==> src/rtl/pu_msp430_gpio_pkg.sv <==
// Shared definitions for the MSP430-style GPIO pin controller.
//   EDGE_RISE / EDGE_FALL : meaning of the per-pin edge-select bit
//   *_DEF                 : default parameter values for the bank
//   deb_cnt_w()           : width of a per-pin debounce counter
//   deb_max()             : number of stable cycles a change must survive
package pu_msp430_gpio_pkg;

    localparam logic EDGE_RISE = 1'b0;
    localparam logic EDGE_FALL = 1'b1;

    localparam int WIDTH_DEF       = 8;
    localparam int SYNC_STAGES_DEF = 2;
    localparam int DEB_CYC_DEF     = 0;

    // DEB_CYC = 0 behaves like a one-cycle filter, so the counter never
    // shrinks below one bit.
    function automatic int deb_cnt_w(input int deb_cyc);
        int w;
        w = $clog2(deb_cyc + 1);
        return (w < 1) ? 1 : w;
    endfunction

    function automatic int deb_max(input int deb_cyc);
        return (deb_cyc < 1) ? 1 : deb_cyc;
    endfunction

endpackage

==> src/rtl/pu_msp430_gpio_sync_deb.sv <==
// One pin of the input path: synchronizer, debounce filter, in_val flop
// and a registered edge pulse.
//   clk, rst_n  : clock, asynchronous active-low reset
//   armed       : 0 during the startup window; in_val then tracks s freely
//   pad         : asynchronous pad input
//   ies         : edge select (EDGE_RISE / EDGE_FALL)
//   in_val      : synchronized, debounced pin level
//   edge_pulse  : high for one cycle right after in_val changed in the
//                 selected direction while armed
module pu_msp430_gpio_sync_deb
    import pu_msp430_gpio_pkg::*;
#(
    parameter int SYNC_STAGES = SYNC_STAGES_DEF,
    parameter int DEB_CYC     = DEB_CYC_DEF
) (
    input  logic clk,
    input  logic rst_n,
    input  logic armed,
    input  logic pad,
    input  logic ies,
    output logic in_val,
    output logic edge_pulse
);

    localparam int               CNT_W    = deb_cnt_w(DEB_CYC);
    localparam logic [CNT_W-1:0] CNT_LAST = CNT_W'(deb_max(DEB_CYC) - 1);

    logic [SYNC_STAGES-1:0] sync;
    logic                   s;
    logic [CNT_W-1:0]       cnt;

    assign s = sync[SYNC_STAGES-1];

    always_ff @(posedge clk or negedge rst_n) begin
        if (!rst_n) begin
            sync <= '0;
        end else begin
            sync <= {sync[SYNC_STAGES-2:0], pad};
        end
    end

    // The edge pulse is produced at the moment in_val is loaded, using the
    // value being loaded; a change of ies alone therefore never pulses.
    always_ff @(posedge clk or negedge rst_n) begin
        if (!rst_n) begin
            cnt        <= '0;
            in_val     <= 1'b0;
            edge_pulse <= 1'b0;
        end else if (!armed) begin
            in_val     <= s;
            cnt        <= '0;
            edge_pulse <= 1'b0;
        end else if (s == in_val) begin
            cnt        <= '0;
            edge_pulse <= 1'b0;
        end else if (cnt == CNT_LAST) begin
            in_val     <= s;
            cnt        <= '0;
            edge_pulse <= (s && (ies == EDGE_RISE)) || (!s && (ies == EDGE_FALL));
        end else begin
            cnt        <= cnt + CNT_W'(1);
            edge_pulse <= 1'b0;
        end
    end

endmodule

==> src/rtl/pu_msp430_gpio_pin_ctrl.sv <==
// Core-side controller for a bank of WIDTH bidirectional pad cells.
//   mclk, puc_rst_n        : clock, asynchronous active-low reset
//   dir_i, od_i            : direction and open-drain select per pin
//   out_wr, out_wdata      : output register write
//   ies_i, ie_i            : edge select and interrupt enable per pin
//   ifg_set, ifg_clr       : software set / clear of interrupt flags
//   pad_din                : asynchronous pad inputs
//   pad_dout_en, pad_dout  : pad drive controls
//   out_reg, in_val, ifg   : register readbacks
//   irq                    : any enabled flag pending
module pu_msp430_gpio_pin_ctrl
    import pu_msp430_gpio_pkg::*;
#(
    parameter int WIDTH       = WIDTH_DEF,
    parameter int SYNC_STAGES = SYNC_STAGES_DEF,
    parameter int DEB_CYC     = DEB_CYC_DEF
) (
    input  logic             mclk,
    input  logic             puc_rst_n,
    input  logic [WIDTH-1:0] dir_i,
    input  logic [WIDTH-1:0] od_i,
    input  logic             out_wr,
    input  logic [WIDTH-1:0] out_wdata,
    input  logic [WIDTH-1:0] ies_i,
    input  logic [WIDTH-1:0] ie_i,
    input  logic [WIDTH-1:0] ifg_set,
    input  logic [WIDTH-1:0] ifg_clr,
    input  logic [WIDTH-1:0] pad_din,
    output logic [WIDTH-1:0] pad_dout_en,
    output logic [WIDTH-1:0] pad_dout,
    output logic [WIDTH-1:0] out_reg,
    output logic [WIDTH-1:0] in_val,
    output logic [WIDTH-1:0] ifg,
    output logic             irq
);

    // The startup window covers the synchronizer fill plus one more cycle,
    // so that in_val has already caught up with the settled s by the time
    // edges are allowed; a pad held high through reset thus flags nothing.
    localparam int                 START_W    = $clog2(SYNC_STAGES + 2);
    localparam logic [START_W-1:0] START_DONE = START_W'(SYNC_STAGES + 1);

    logic [START_W-1:0] start_cnt;
    logic               armed;
    logic [WIDTH-1:0]   edge_pulse;

    assign armed = (start_cnt == START_DONE);

    always_ff @(posedge mclk or negedge puc_rst_n) begin
        if (!puc_rst_n) begin
            start_cnt <= '0;
        end else if (!armed) begin
            start_cnt <= start_cnt + START_W'(1);
        end
    end

    always_ff @(posedge mclk or negedge puc_rst_n) begin
        if (!puc_rst_n) begin
            out_reg <= '0;
        end else if (out_wr) begin
            out_reg <= out_wdata;
        end
    end

    // Set (hardware edge or software) wins over clear.
    always_ff @(posedge mclk or negedge puc_rst_n) begin
        if (!puc_rst_n) begin
            ifg <= '0;
        end else begin
            ifg <= (ifg & ~ifg_clr) | edge_pulse | ifg_set;
        end
    end

    for (genvar i = 0; i < WIDTH; i++) begin : g_pin
        pu_msp430_gpio_sync_deb #(
            .SYNC_STAGES (SYNC_STAGES),
            .DEB_CYC     (DEB_CYC)
        ) u_sync_deb (
            .clk        (mclk),
            .rst_n      (puc_rst_n),
            .armed      (armed),
            .pad        (pad_din[i]),
            .ies        (ies_i[i]),
            .in_val     (in_val[i]),
            .edge_pulse (edge_pulse[i])
        );
    end

    // Open-drain pins only ever pull low; od takes precedence over dir.
    assign pad_dout    = out_reg & ~od_i;
    assign pad_dout_en = (od_i & ~out_reg) | (~od_i & dir_i);
    assign irq         = |(ifg & ie_i);

endmodule
==> config.mk <==
export PLATFORM = sky130hd
export DESIGN_NAME = pu_msp430_gpio_pin_ctrl
export DESIGN_NICKNAME = d
export VERILOG_FILES = /design/src/rtl/pu_msp430_gpio_pkg.sv /design/src/rtl/pu_msp430_gpio_sync_deb.sv /design/src/rtl/pu_msp430_gpio_pin_ctrl.sv
export SDC_FILE = /design/constraint.sdc
export NUM_CORES = 1
export LEC_CHECK = 0
export CELL_PAD_IN_SITES_DETAIL_PLACEMENT = 1
export CELL_PAD_IN_SITES_GLOBAL_PLACEMENT = 2
export CORE_ASPECT_RATIO = 0.75
export CORE_UTILIZATION = 36
export CTS_BUF_LIST = sky130_fd_sc_hd__clkbuf_16
export DETAILED_ROUTE_END_ITERATION = 8
export DONT_BUFFER_PORTS = 1
export PLACE_DENSITY = 0.82
export REMOVE_ABC_BUFFERS = 1
export SLEW_MARGIN = 20
export SYNTH_ARGS = -nofsm -noshare
export SYNTH_HDL_FRONTEND = slang
export SYNTH_SLANG_ARGS = --single-unit
==> constraint.sdc <==
create_clock -name mclk -period 1.2 [get_ports mclk]
set_input_delay 0.18 -clock mclk [delete_from_list [all_inputs] [get_ports mclk]]
set_output_delay 0.18 -clock mclk [all_outputs]
set_load 0.02 [all_outputs]
== Word-level counts from Yosys, hierarchy flattened ==
Cells that the tools add are included.
Word-level totals
  output and inout port bits: 41
  logic and storage cells: 201
  flip-flop bits (word level): 58
  input port bits: 67
Operators by class
  $add $sub $neg: 9
  equal/unequal tests: 25
  bitwise operators: 19
  muxes and demuxes: 72
  reduce and logical (&&, ||, !) cells: 41
Operators with widths (number)
  $mux 1: 72
  $and 8x8->8: 5
  $ne 2x2->1 const B: 16
  $not 8->8: 3
  $or 8x8->8: 3
  $logic_and 1x1->1: 16
  $reduce_and 2->1: 8
  $add 1x1->1 const B: 8
  $eq 1x1->1: 8
  $logic_not 1->1: 8
  $logic_or 1x1->1: 8
  $not 1->1: 8
  $reduce_or 8->1: 1
  $add 2x1->2 const B: 1
  $eq 2x2->1 const B: 1

== Depth between registers and ports, before layout ==
Gate-level depths: netlist of the first run.
  depth in word-level cells: 6
  mapped depth: 3
  depth with buffers taken out: 2

== By module ==
A second synthesis of the first run with hierarchy kept.
Unflattened totals
  cells, all modules: 147
  area, all modules: 1931.9 µm²
Modules (own cells, without submodules)
  pu_msp430_gpio_sync_deb: cells an instance 8, area an instance 127.6 µm², sequential area each 100.1 µm², instances 8
  pu_msp430_gpio_pin_ctrl: cells an instance 83, area an instance 910.9 µm², sequential area each 450.4 µm², instances 1

== Least setup slack after synthesis of the first run ==
OpenSTA, ideal clock, no wires.
  kind: reg2reg
  start: register start_cnt[0]
  end: register start_cnt[1]
  clock period less this slack: 1.088 ns
  buffers on the path: 1
  setup slack: 0.112 ns
  data arrival time: 0.963 ns
  cell stages (with the launch flop): 4
  library setup time: 0.125 ns
  required time: 1.075 ns
  cell sequence: dfrtp_1 ha_1 buf_2 mux2_2
On the way
  word-level cells in the longest chain between the ends: 1
  elaborated cells between the ends (all ways): 2
  those cells by class: 1 x add/sub; 1 x eq/ne
Ends and longest elaborated chain
  from (decl): line pu_msp430_gpio_pin_ctrl.sv:43  | logic [START_W-1:0] start_cnt;
  from (signal assigned): line pu_msp430_gpio_pin_ctrl.sv:53  | start_cnt <= start_cnt + START_W'(1);
  $add 2x1->2 / $eq 2x2->1 (equally long branches): line pu_msp430_gpio_pin_ctrl.sv:53, pu_msp430_gpio_pin_ctrl.sv:47
Parallel ways exist; a longest one is shown, timed or not.
A chain may end at the register's enable or synchronous reset.

== Worst setup path after layout of the first run ==
  start: register ifg[2]
  end: output port irq
On the way
  word-level cells in the longest chain between the ends: 2
Ends and longest elaborated chain
  from (decl): line pu_msp430_gpio_pin_ctrl.sv:33  | output logic [WIDTH-1:0] ifg,
  from (signal assigned): line pu_msp430_gpio_pin_ctrl.sv:70  | ifg <= (ifg & ~ifg_clr) | edge_pulse | ifg_set;
  $and 8x8->8: line pu_msp430_gpio_pin_ctrl.sv:92  | assign irq = |(ifg & ie_i);
  $reduce_or 8->1: line pu_msp430_gpio_pin_ctrl.sv:92
  to (decl): line pu_msp430_gpio_pin_ctrl.sv:34  | output logic irq
No other way between the ends.

==> results of run 1 <==
## routing by layer
metal	global-route usage [%]	share of wire, %
met4	4.92	0.81
met5	0	0
met3	5.12	6.0
met2	30.1	57
met1	17.8	36
## layout make-up
| type | instances | area, sq um |
|---|---|---|
| Tap cell | 72 | 90.1 |
| Timing Repair Buffer | 47 | 404 |
| Sequential cell | 50 | 1260 |
| Inverter | 15 | 56.3 |
| Fill cell | 539 | 2510 |
| Clock buffer | 5 | 125 |
| Clock inverter | 3 | 20.0 |
| Multi-Input combinational cell | 73 | 602 |
## placed cells by master, fill, tap and decap left out, drive strengths merged, types with 7 or more instances in the layout
master / instances
dfrtp: 50
mux2i: 7
mux2: 9
or3b: 8
nor2b: 8
a21boi: 8
nand3b: 8
inv: 16
o21ai: 8
buf: 34
dlygate4sd3: 13
nor2: 9
## critical path: cells and delay by family (launching register included)
kind	cells	cell delay (ns)
AND/OR/NAND/NOR	1	0.29
AO/OA/AOI/OAI	1	0.18
flip-flops	1	0.38
## power by group through the flow
| stage | combinational [mW] | sequential [mW] | clock [mW] |
|---|---|---|---|
| 6_report | 0.467 | 1.91 | 1.34 |
| 5_1_grt | 0.499 | 1.92 | 1.43 |
| 4_1_cts | 0.454 | 1.90 | 1.39 |
| 3_5_place_dp | 0.401 | 1.93 | 0 |
| 3_3_place_gp | 0.388 | 1.92 | 0 |
| 2_1_floorplan | 0.190 | 1.95 | 0 |
## through the flow
step,hold WS [ns],setup WS [ns],instances,instance area (sq um),power [mW]
6_report,-0.412,-0.106,265,2560,3.71
2_1_floorplan,-0.116,0.112,138,1860,2.14
5_1_grt,-0.424,-0.144,265,2560,3.85
4_1_cts,-0.421,-0.118,264,2520,3.74
3_3_place_gp,-0.114,0.146,243,2190,2.30
3_5_place_dp,-0.115,0.0936,243,2190,2.33
## path summary, 6_finish.rpt
path / from / end / slack [ns] / cells past startpoint
worst max-delay path: ifg[2] / irq / -0.11 / 2
worst min-delay path: puc_rst_n / out_reg[4] / -0.41 / 0
worst max register to register: start_cnt[0] / start_cnt[1] / 0.09 / 2
worst min register to register: g_pin[0].u_sync_deb.sync[0] / g_pin[0].u_sync_deb.sync[1] / 0.35 / 0
max in group asynchronous: puc_rst_n / out_reg[7] / 1.51 / 0
min in group mclk: ifg_clr[3] / ifg[3] / 0.01 / 1
## logic make-up after synthesis
group,after synthesis
adders and majority gates,1
muxes,16
buffers and inverters,33
and+or+nand+nor,34
xor gates and xnor gates,1
DFF,50
AOI/OAI and AO/OA,21
## Yosys cell counts (all sizes together)
master | instances | area share, %
nand3b | 8 | 3.1
clkbuf | 8 | 1.5
a22oi | 4 | 1.5
o21ai | 8 | 2.0
or3b | 8 | 3.6
mux2i | 7 | 3.6
ha | 1 | 0.64
xnor2 | 1 | 0.45
inv | 15 | 2.9
buf | 10 | 3.6
mux2 | 9 | 5.2
a21oi | 1 | 0.26
nand4 | 1 | 0.32
dfrtp | 50 | 64
a21boi | 8 | 3.1
nor2b | 8 | 2.6
nor2 | 9 | 1.7
## repair_timing
item,CTS,global route
endpoints found under the setup margin,17,17
gates cloned,0,0
pin swaps,4,1
gates resized for setup,16,8
hold buffers,12,1
setup buffers,1,0
endpoints found under the hold margin,62,51
==> impl_metrics.toml, run 1 <==
[cells_and_area]
utilization_pct = 50.5
final_net_count = 260
area_delta_synth_final_pct = 30.8
drive_above_1_share_pct = 34.7
top_register = "g_pin.u_sync_deb.sync"
num_antenna_cells = 0
largest_register_ffs = 16

[sta]
tightest_slew_ns = 0.295
maxSlewViolCount = 0
hold_violations = 50
fin_crit_sh_pct = 109
holdWs_ns = -0.412
tns_ns = -0.725
rsz0062_at_grt = "yes"
maxSlewHeadroom_pct = 80.3
final.min_clock_period_ns = 1.31
clock_skew_ns = 0.00185
setup-violations-final = 16
fmax_mhz = 766
setup_ws_ns = -0.106

[logic_synthesis]
synth-seq-area-share_pct = 64.0
syn_avg_cell_area_sq_um = 12.5
ys_types = 18
synthXorXnorAreaFrac_pct = 0.448
synth_compound_area_share_pct = 6.91
synthSimpleGateAreaFrac_pct = 11.3
synthCells = 156
synth-seq-cells = 50
synth_fa_ha_area_share_pct = 0.640
ys_warn_count = 0
synth_top_family_by_area = "simple AND/OR/NAND/NOR gates"
syn_area_sq_um = 1960
synth_mux_area_share_pct = 8.77

[place]
gp_congestion = 0.691
hpwl_mm = 3.44
io_buffers = 0

[critical_path]
cp.arrival_ns = 1.13
worstSetupStartpointType = "register"
crit_required_ns = 1.02
endpoint_kind = "output pin"
crit_fanout = 2
path_cells = "a22oi_2, nand4_1"
slowest_delay_ns = 0.38
slowest_stage = "dfrtp_1"
critPathKind = "register to output pin"

[clock_network]
numClockSinks = 50
htree_levels = 2
clkLatencyLatePin_ns = 0.28
cts_buffers = 5
clk_pin_slew_ns = 0.06
cts_root_buf = "clkbuf_16"
clockBufferDepth = 2
cts_tree = "yes"

[status]
violations = "negative hold slack, negative setup slack"
status = "finished, violations left"

[routing]
vias = 1243
drt_iter0_markers = 48
drt_first_pass_iters = 2
drc = 0
ant_nets = 0
drt_wl_total_mm = 4.43
wl_per_cell_microns = 16.7
post_drt_via_cell_ratio = 4.69

[power]
pwr-share-comb_pct = 12.6
p_clk_share_pct = 36.0
power_leakage_nw = 1.19
netSwitchingFraction_pct = 24.1
pwr-share-seq_pct = 51.4
power.switching_mw = 0.892
powerDensity_nw_per_um2 = 1450
worst_ir_drop_vdd_uv = 827
power.internal_mw = 2.82

[grt]
grt_max_degree = 51
grt_use_total_pct = 16.2
grt_antenna_before_repair = 0
gr-total-overflow = 0
grt_pass1_vias = 1360
grt_pass1_wl_mm = 6.91

[die]
die_w_microns = 87.1
dieHeight_microns = 65.8
row_count = 22
start_util_pct = 38.6
ioPinCount = 108
design.core.area_sq_um = 5060
dieArea_sq_um = 5730

[min_path]
hold_path.class = "input pin to async pin"

[job]
drv_cap = 0
(Power assumes the default switching activity.)
==> run 2: changes to the inputs <==
--- a/config.mk
+++ b/config.mk
@@ -7,7 +7,7 @@
 export LEC_CHECK = 0
 export CELL_PAD_IN_SITES_DETAIL_PLACEMENT = 1
 export CELL_PAD_IN_SITES_GLOBAL_PLACEMENT = 2
-export CORE_ASPECT_RATIO = 0.75
+export CORE_ASPECT_RATIO = 1.5
 export CORE_UTILIZATION = 36
 export CTS_BUF_LIST = sky130_fd_sc_hd__clkbuf_16
 export DETAILED_ROUTE_END_ITERATION = 8
==> impl_metrics.toml, run 2 (same netlist as run 1, synthesis figures left out) <==
[status]
status = "finished, violations left"
violations = "negative hold slack, negative setup slack"

[die]
row_count = 32
ioPinCount = 108
dieHeight_microns = 92.3
design.core.area_sq_um = 5200
die_w_microns = 62.2
start_util_pct = 37.6
dieArea_sq_um = 5740

[place]
hpwl_mm = 3.09
post-place-ws_ns = 0.114
gp_congestion = 0.734
place_area_sq_um = 2190
io_buffers = 0
dp.cells = 239

[critical_path]
cp.arrival_ns = 1.15
endpoint_kind = "output pin"
critPathKind = "register to output pin"
crit_required_ns = 1.02
worstSetupStartpointType = "register"
critPathLaunch = "ifg[4]"
reg2reg_to = "start_cnt[1]"
crit_fanout = 2
r2r-start = "start_cnt[0]"
reg2reg_slack_ns = 0.15
slowest_delay_ns = 0.41
path_cells = "a22oi_2, nand4_1"
crit_end = "irq"
rr_worst_depth = 2
slowest_stage = "dfrtp_1"

[clock_network]
clkLatencyLatePin_ns = 0.28
cts_tree = "yes"
cts_buffers = 5
post_cts_buffers = 0
htree_levels = 2
clk_pin_slew_ns = 0.06
cts_root_buf = "clkbuf_16"
clockBufferDepth = 2
numClockSinks = 50

[sta]
setup-violations-final = 15
maxSlewHeadroom_pct = 82.2
maxSlewViolCount = 0
tightest_slew_ns = 0.266
final.min_clock_period_ns = 1.33
hold_violations = 51
fin_crit_sh_pct = 111
fmax_mhz = 751
holdWs_ns = -0.408
setup_ws_ns = -0.131
clock_skew_ns = 0.00160
rsz0062_at_grt = "yes"

[routing]
wl_per_cell_microns = 15.9
drt_iter0_markers = 18
drt_wl_total_mm = 4.07
ant_nets = 0
drt_first_pass_iters = 4
post_drt_via_cell_ratio = 4.96
drc = 0
vias = 1269

[power]
worst_ir_drop_vdd_uv = 781
power_leakage_nw = 1.17
powerDensity_nw_per_um2 = 1460

[grt]
grt_max_degree = 51
grt_pass1_vias = 1502
grt_use_total_pct = 15.4
grt_pass1_wl_mm = 6.80
gr-total-overflow = 0
grt_antenna_before_repair = 0

[cells_and_area]
final_area_sq_um = 2490
layout_commonest_cell = "dfrtp_1"
largest_register_ffs = 16
drive_above_1_share_pct = 34.6
area_delta_synth_final_pct = 27.6
finalNonFillerCells = 256
top_register = "g_pin.u_sync_deb.sync"
final_net_count = 256
num_antenna_cells = 0
final_cell_mix = "42 x dfrtp_1, 29 x buf_4, 15 x inv_1"

[job]
drv_cap = 0

[min_path]
hold_path.class = "input pin to async pin"
==> run 2: cell count changes in the layout (fill, tap and decap cells not counted), moves of 2 or more <==
cell           before  now
a22oi_1             0    2
clkinv_2            0    2
a22oi_2             4    2
dlygate4sd3_1      13   10
==> run 2: critical path: cells and delay by family (launching register included) <==
| family | cells | cell delay (ns) |
|---|---|---|
| AND/OR/NAND/NOR | 1 | 0.26 |
| AO/OA/AOI/OAI | 1 | 0.20 |
| flip-flops | 1 | 0.41 |
==> run 2: power by group <==
| part | total (mW) | switching, mW | internal (mW) |
|---|---|---|---|
| logic | 0.443 | 0.209 | 0.233 |
| registers | 1.90 | 0.107 | 1.80 |
| clock network | 1.29 | 0.543 | 0.752 |
| total | 3.64 | 0.859 | 2.78 |
==> run 2: worst min-delay path by stage <==
stage	to	cells after the start	slack [ns]	start
3_3_place_gp	g_pin[4].u_sync_deb.edge_pulse	0	-0.11	puc_rst_n
6_report	g_pin[0].u_sync_deb.edge_pulse	0	-0.41	puc_rst_n
5_1_grt	ifg[5]	0	-0.43	puc_rst_n
2_1_floorplan	g_pin[0].u_sync_deb.edge_pulse	0	-0.12	puc_rst_n
4_1_cts	out_reg[3]	0	-0.42	puc_rst_n
3_5_place_dp	g_pin[0].u_sync_deb.edge_pulse	0	-0.11	puc_rst_n
==> run 2: repair_timing <==
action / 4_1_cts / 5_1_grt
hold buffers: 9 / 1
resized for setup: 20 / 1
pin swaps: 3 / 0
endpoints found under the hold margin: 59 / 51
endpoints found under the setup margin: 17 / 17
==> run 2: final cells by class <==
class                   count  area, sq um
clock inverters             2         10.0
fillers                   556         2710
clock buffers               5          125
flip-flops and latches     50         1260
repair buffers             43          363
inverters                  15         56.3
multi-input cells          73          594
well taps                  68         85.1
==> run 2: routing by layer <==
| metal | routed length, microns | part of all wire (%) | GRT usage, % | vias to the layer above |
|---|---|---|---|---|
| li1 | - | - | - | 561 |
| met1 | 1290 | 32 | 14.0 | 593 |
| met2 | 2190 | 54 | 28.6 | 106 |
| met3 | 485 | 12 | 7.46 | 9 |
| met4 | 97 | 2.4 | 6.20 | 0 |
| met5 | 0 | 0 | 0 | - |
==> run 2: metrics by stage <==
stage	total power, mW	setup TNS, ns	hold WS, ns	utilization [%]
after floorplan	2.14	0	-0.116	-
after global placement	2.30	0	-0.114	42.0
after detailed placement	2.32	0	-0.114	42.0
after CTS	3.70	-0.885	-0.417	47.7
after global routing	3.80	-1.48	-0.427	47.9
final	3.64	-0.781	-0.408	47.9
